==> src/rtl/wave_play_ctrl.sv <==
// Playback sequencer for the waveform RAM read port: turns (address, length)
// commands into consecutive read addresses plus a data-valid/last strobe pair.
module wave_play_ctrl #(
    parameter int DOUT_ADDR_WIDTH = 10,
    parameter int LEN_WIDTH       = 10
) (
    input  logic                       clk,
    input  logic                       rst_n,
    input  logic [DOUT_ADDR_WIDTH-1:0] cmd_addr,
    input  logic [LEN_WIDTH-1:0]       cmd_len,
    input  logic                       cmd_valid,
    output logic                       cmd_ready,
    input  logic                       stop,
    output logic [DOUT_ADDR_WIDTH-1:0] ram_read_addr,
    output logic                       data_valid,
    output logic                       data_last,
    output logic                       busy
);

    typedef enum logic {IDLE, PLAY} state_t;

    state_t                     state;
    logic [DOUT_ADDR_WIDTH-1:0] addr_cnt;
    logic [LEN_WIDTH-1:0]       remain;
    logic                       pend_valid;
    logic [DOUT_ADDR_WIDTH-1:0] pend_addr;
    logic [LEN_WIDTH-1:0]       pend_len;
    logic                       vld_p1;
    logic                       last_p1;

    logic accept;
    logic accept_nz;
    logic issue;
    logic last_issue;

    assign cmd_ready  = !pend_valid;
    assign accept     = cmd_valid & cmd_ready;
    // Zero-length commands complete the handshake but never load anything.
    assign accept_nz  = accept & (cmd_len != '0);
    assign issue      = (state == PLAY) & !stop;
    assign last_issue = issue & (remain == LEN_WIDTH'(1));

    always_ff @(posedge clk or negedge rst_n) begin
        if (!rst_n) begin
            state      <= IDLE;
            addr_cnt   <= '0;
            remain     <= '0;
            pend_valid <= 1'b0;
            pend_addr  <= '0;
            pend_len   <= '0;
            vld_p1     <= 1'b0;
            last_p1    <= 1'b0;
        end else begin
            // Stage p1: strobes delayed to line up with the RAM read latency.
            vld_p1  <= issue;
            last_p1 <= last_issue;

            if (stop) begin
                state      <= IDLE;
                pend_valid <= 1'b0;
            end else if (state == IDLE) begin
                if (accept_nz) begin
                    addr_cnt <= cmd_addr;
                    remain   <= cmd_len;
                    state    <= PLAY;
                end
            end else if (last_issue) begin
                // Hand over to the next command on the same edge: no bubble.
                if (pend_valid) begin
                    addr_cnt   <= pend_addr;
                    remain     <= pend_len;
                    pend_valid <= 1'b0;
                end else if (accept_nz) begin
                    addr_cnt <= cmd_addr;
                    remain   <= cmd_len;
                end else begin
                    addr_cnt <= addr_cnt + DOUT_ADDR_WIDTH'(1);
                    remain   <= '0;
                    state    <= IDLE;
                end
            end else begin
                addr_cnt <= addr_cnt + DOUT_ADDR_WIDTH'(1);
                remain   <= remain - LEN_WIDTH'(1);
                if (accept_nz) begin
                    pend_addr  <= cmd_addr;
                    pend_len   <= cmd_len;
                    pend_valid <= 1'b1;
                end
            end
        end
    end

    assign ram_read_addr = addr_cnt;
    assign data_valid    = vld_p1;
    assign data_last     = last_p1;
    assign busy          = (state == PLAY);

endmodule

==> config.mk <==
export PLATFORM = sky130hd
export DESIGN_NAME = wave_play_ctrl
export DESIGN_NICKNAME = d
export VERILOG_FILES = /design/src/rtl/wave_play_ctrl.sv
export SDC_FILE = /design/constraint.sdc
export NUM_CORES = 1
export LEC_CHECK = 0
export ABC_AREA = 1
export CORE_AREA = 5 5 82 84
export DETAILED_ROUTE_END_ITERATION = 6
export DIE_AREA = 0 0 87 89
export HOLD_SLACK_MARGIN = 0.05
export PLACE_DENSITY = 0.71
export SYNTH_ARGS = -nofsm -noshare
export SYNTH_HDL_FRONTEND = slang
export SYNTH_SLANG_ARGS = --single-unit
export TNS_END_PERCENT = 10
==> constraint.sdc <==
create_clock -name clk -period 2 [get_ports clk]
set_clock_uncertainty 0.05 [all_clocks]
set_input_delay 0.3 -clock clk [delete_from_list [all_inputs] [get_ports clk]]
set_output_delay 0.3 -clock clk [all_outputs]
set_load 0.01 [all_outputs]
==> load_flow_metrics.sql <==
INSERT INTO impl_metrics (metric_group, metric, value, unit) VALUES
('synth', 'yosys_warnings', '0', ''),
('global_routing', 'grt_antenna_before_repair', '0', ''),
('synth', 'nets_in_the_synthesized_netlist', '455', ''),
('setup_path', 'criticalPathCategory', 'reg2out', ''),
('clock_network', 'cts.reportedPaths.clkPinSlew', '0.08', 'ns'),
('floorplanning', 'die_area', '7740', 'sq um'),
('route', 'drt_drc_violations_left', '0', ''),
('power', 'p_leak', '1.74', 'nW'),
('placement', 'dpl.cell_count', '543', ''),
('timing', 'setup_viol', '0', ''),
('placement', 'numPortBuffers', '37', ''),
('final_layout', 'sequential_cell_area', '1100', 'sq um'),
('status', 'outcome', 'finished clean', ''),
('setup_path', 'reg2reg_slack', '0.20', 'ns'),
('final_layout', 'mostFrequentLayoutCell', 'nand2_1', ''),
('final_layout', 'layout-area-overhead-vs-synth', '23.8', '%'),
('synth', 'synth.area.top_cells', 'dfrtp_1 (39%), nand2_1 (19%), nand3_1 (8.0%)', ''),
('route', 'detailedRoute.firstIterationViolations', '259', ''),
('global_routing', 'grt_util_all_layers', '0.211', ''),
('clock_network', 'max-clock-path-buffers', '2', ''),
('route', 'detailed_route_vias_per_instance', '5.08', ''),
('synth', 'yosysTopAreaCellShare', '0.390', ''),
('clock_network', 'post_cts_buffers', '0', ''),
('setup_path', 'worstReg2RegEnd', 'ram_read_addr[2]$_DFFE_PN0P_', ''),
('clock_network', 'clock_sinks', '44', ''),
('setup_path', 'path_depth_of_the_worst_reg2reg_path', '10', ''),
('route', 'vias', '2806', ''),
('floorplanning', 'die_width', '87', 'microns'),
('floorplanning', 'die-height', '89', 'microns'),
('setup_path', 'worst_ep_required_time', '1.65', 'ns'),
('floorplanning', 'io_pins', '38', ''),
('global_routing', 'grt.overflow.total', '0', ''),
('placement', 'place_ws', '-0.00923', 'ns'),
('timing', 'smallest_setup_slack_after_layout', '0.125', 'ns'),
('route', 'antenna_violating_nets_post_route', '0', ''),
('placement', 'place.detailed.hpwl', '5.62', 'mm'),
('final_layout', 'leading_cell_types_in_the_layout_fill_and_taps_excluded', 'nand2_1 (145), nor2_1 (49), inv_1 (44), nand3_1 (44), dfrtp_1 (44)', ''),
('final_layout', 'fin_cells', '552', ''),
('timing', 'rsz0062_at_grt', 'no', ''),
('power', 'worst_ir_drop_vdd', '470', 'uV'),
('timing', 'final_period_minus_worst_setup_slack', '1.88', 'ns'),
('synth', 'synth.distinct_cells', '24', ''),
('final_layout', 'post_route_cells_drive_above_1_share', '0.0839', ''),
('setup_path', 'setup.worst_path.start_class', 'register', ''),
('route', 'drt-pass1-iter-count', '5', ''),
('synth', 'synth_seq_cells', '44', ''),
('placement', 'placed_cell_area', '3370', 'sq um'),
('final_layout', 'num-fill-cells', '556', ''),
('setup_path', 'end_kind', 'output pin', ''),
('global_routing', 'maximum_number_of_pins_on_one_net_before_global_route_repair', '40', ''),
('placement', 'gp_congestion', '0.849', ''),
('floorplanning', 'core_region_area', '5850', 'sq um'),
('synth', 'synth_area', '2820', 'sq um'),
('timing', 'finalHoldViolCount', '0', ''),
('setup_path', 'crit_path_start', 'busy$_DFF_PN0_', ''),
('final_layout', 'final_cell_area', '3500', 'sq um'),
('floorplanning', 'placement_rows', '28', ''),
('route', 'routed_wl', '7.48', 'mm'),
('worst_hold_path', 'worst_hold_startpoint', 'pend_len[4]$_DFFE_PN0P_', ''),
('setup_path', 'crit_arrival', '1.53', 'ns'),
('timing', 'timing.fmax', '533', 'MHz'),
('synth', 'synthesis.instances', '428', ''),
('clock_network', 'cts_inserted_buffers', '5', ''),
('clock_network', 'tritoncts', 'yes', ''),
('synth', 'syn_area_per_cell', '6.60', 'sq um'),
('floorplanning', 'effective_utilization_at_floorplan', '0.483', ''),
('worst_hold_path', 'timing.hold.worst.class', 'reg2reg', ''),
('timing', 'timing.final.max_slew_violations', '0', ''),
('timing', 'worst-slew-pin-transition', '0.512', 'ns'),
('worst_hold_path', 'min_delay_worst_endpoint', 'pend_len[4]$_DFFE_PN0P_', ''),
('timing', 'setup_tns', '0', 'ns');
metrics by stage:
step	util	hold WS (ns)
6_report	0.598	0.440
5_1_grt	0.598	0.462
4_1_cts	0.597	0.445
3_5_place_dp	0.577	0.251
3_3_place_gp	0.577	0.248
2_1_floorplan	-	-0.0456
worst max-delay path, cell delays in order (launching register included):
cell and delay (ns):
dfrtp_1 0.37, buf_4 0.27, clkdlybuf4s50_1 0.58
Yosys cell counts:
library cell	number
a21oi_1	14
buf_1	2
buf_2	8
buf_4	2
clkbuf_1	4
dfrtp_1	44
ha_1	3
inv_1	44
inv_2	3
nand2_1	145
nand2_2	3
nand3_1	45
nand3_2	1
nand4_1	3
nand4_2	1
nor2_1	49
nor2_2	2
nor2_8	1
nor3_2	1
o21ai_0	39
o21ai_1	3
o21bai_1	1
xnor2_1	4
xor2_1	6
worst max path at each step:
stage | to | slack, ns | cells after the start
after detailed placement | ram_read_addr[2]$_DFFE_PN0P_ | -0.009 | 10
after global routing | ram_read_addr[9]$_DFFE_PN0P_ | 0.002 | 10
final | busy | 0.12 | 2
after CTS | busy | 0.12 | 2
after floorplan | remain[7]$_DFFE_PN0P_ | 0.44 | 10
after global placement | ram_read_addr[2]$_DFFE_PN0P_ | 0.04 | 10
what timing repair did:
| action | in CTS | in global routing |
|---|---|---|
| hold endpoints to repair | 21 | 0 |
| hold buffers | 1 | 0 |
| endpoints found under the setup margin | 0 | 10 |
| resized for setup | 0 | 1 |
area by class of cell:
| cell class | count | area share |
|---|---|---|
| Inverter | 47 | 0.0505 |
| Tap cell | 75 | 0.0268 |
| Clock inverter | 2 | 0.0100 |
| Timing Repair Buffer | 57 | 0.155 |
| Clock buffer | 6 | 0.0208 |
| Multi-Input combinational cell | 321 | 0.422 |
| Sequential cell | 44 | 0.315 |
power breakdown:
group	switching (mW)	internal, mW
clock network	0.311	0.371
logic	0.557	0.444
registers	0.187	1.12
total	1.05	1.93
flip-flops by register name, summed over array words and instances (netlist names):
name / flops
pend_addr: 10
ram_read_addr: 10
pend_len: 10
data_last: 1
remain: 10
busy: 1
data_valid: 1
pend_valid: 1
cells by family after synthesis:
kind of cell	count (synthesis)	share of synthesized area
adder cells (fa/ha/maj)	3	0.0133
AO/OA/AOI/OAI	57	0.102
flip-flops	44	0.390
buffers and inverters	63	0.0899
XOR/XNOR	10	0.0310
AND/OR/NAND/NOR	251	0.374
routing by layer:
metal  share of wire  vias up  GRT usage
li1                -     1446          -
met5               0        -          0
met1            0.52     1280      0.323
met4          0.0087        0     0.0510
met3           0.047        7     0.0295
met2            0.42       73      0.315
No activity file was read; power rests on OpenSTA's default activity.
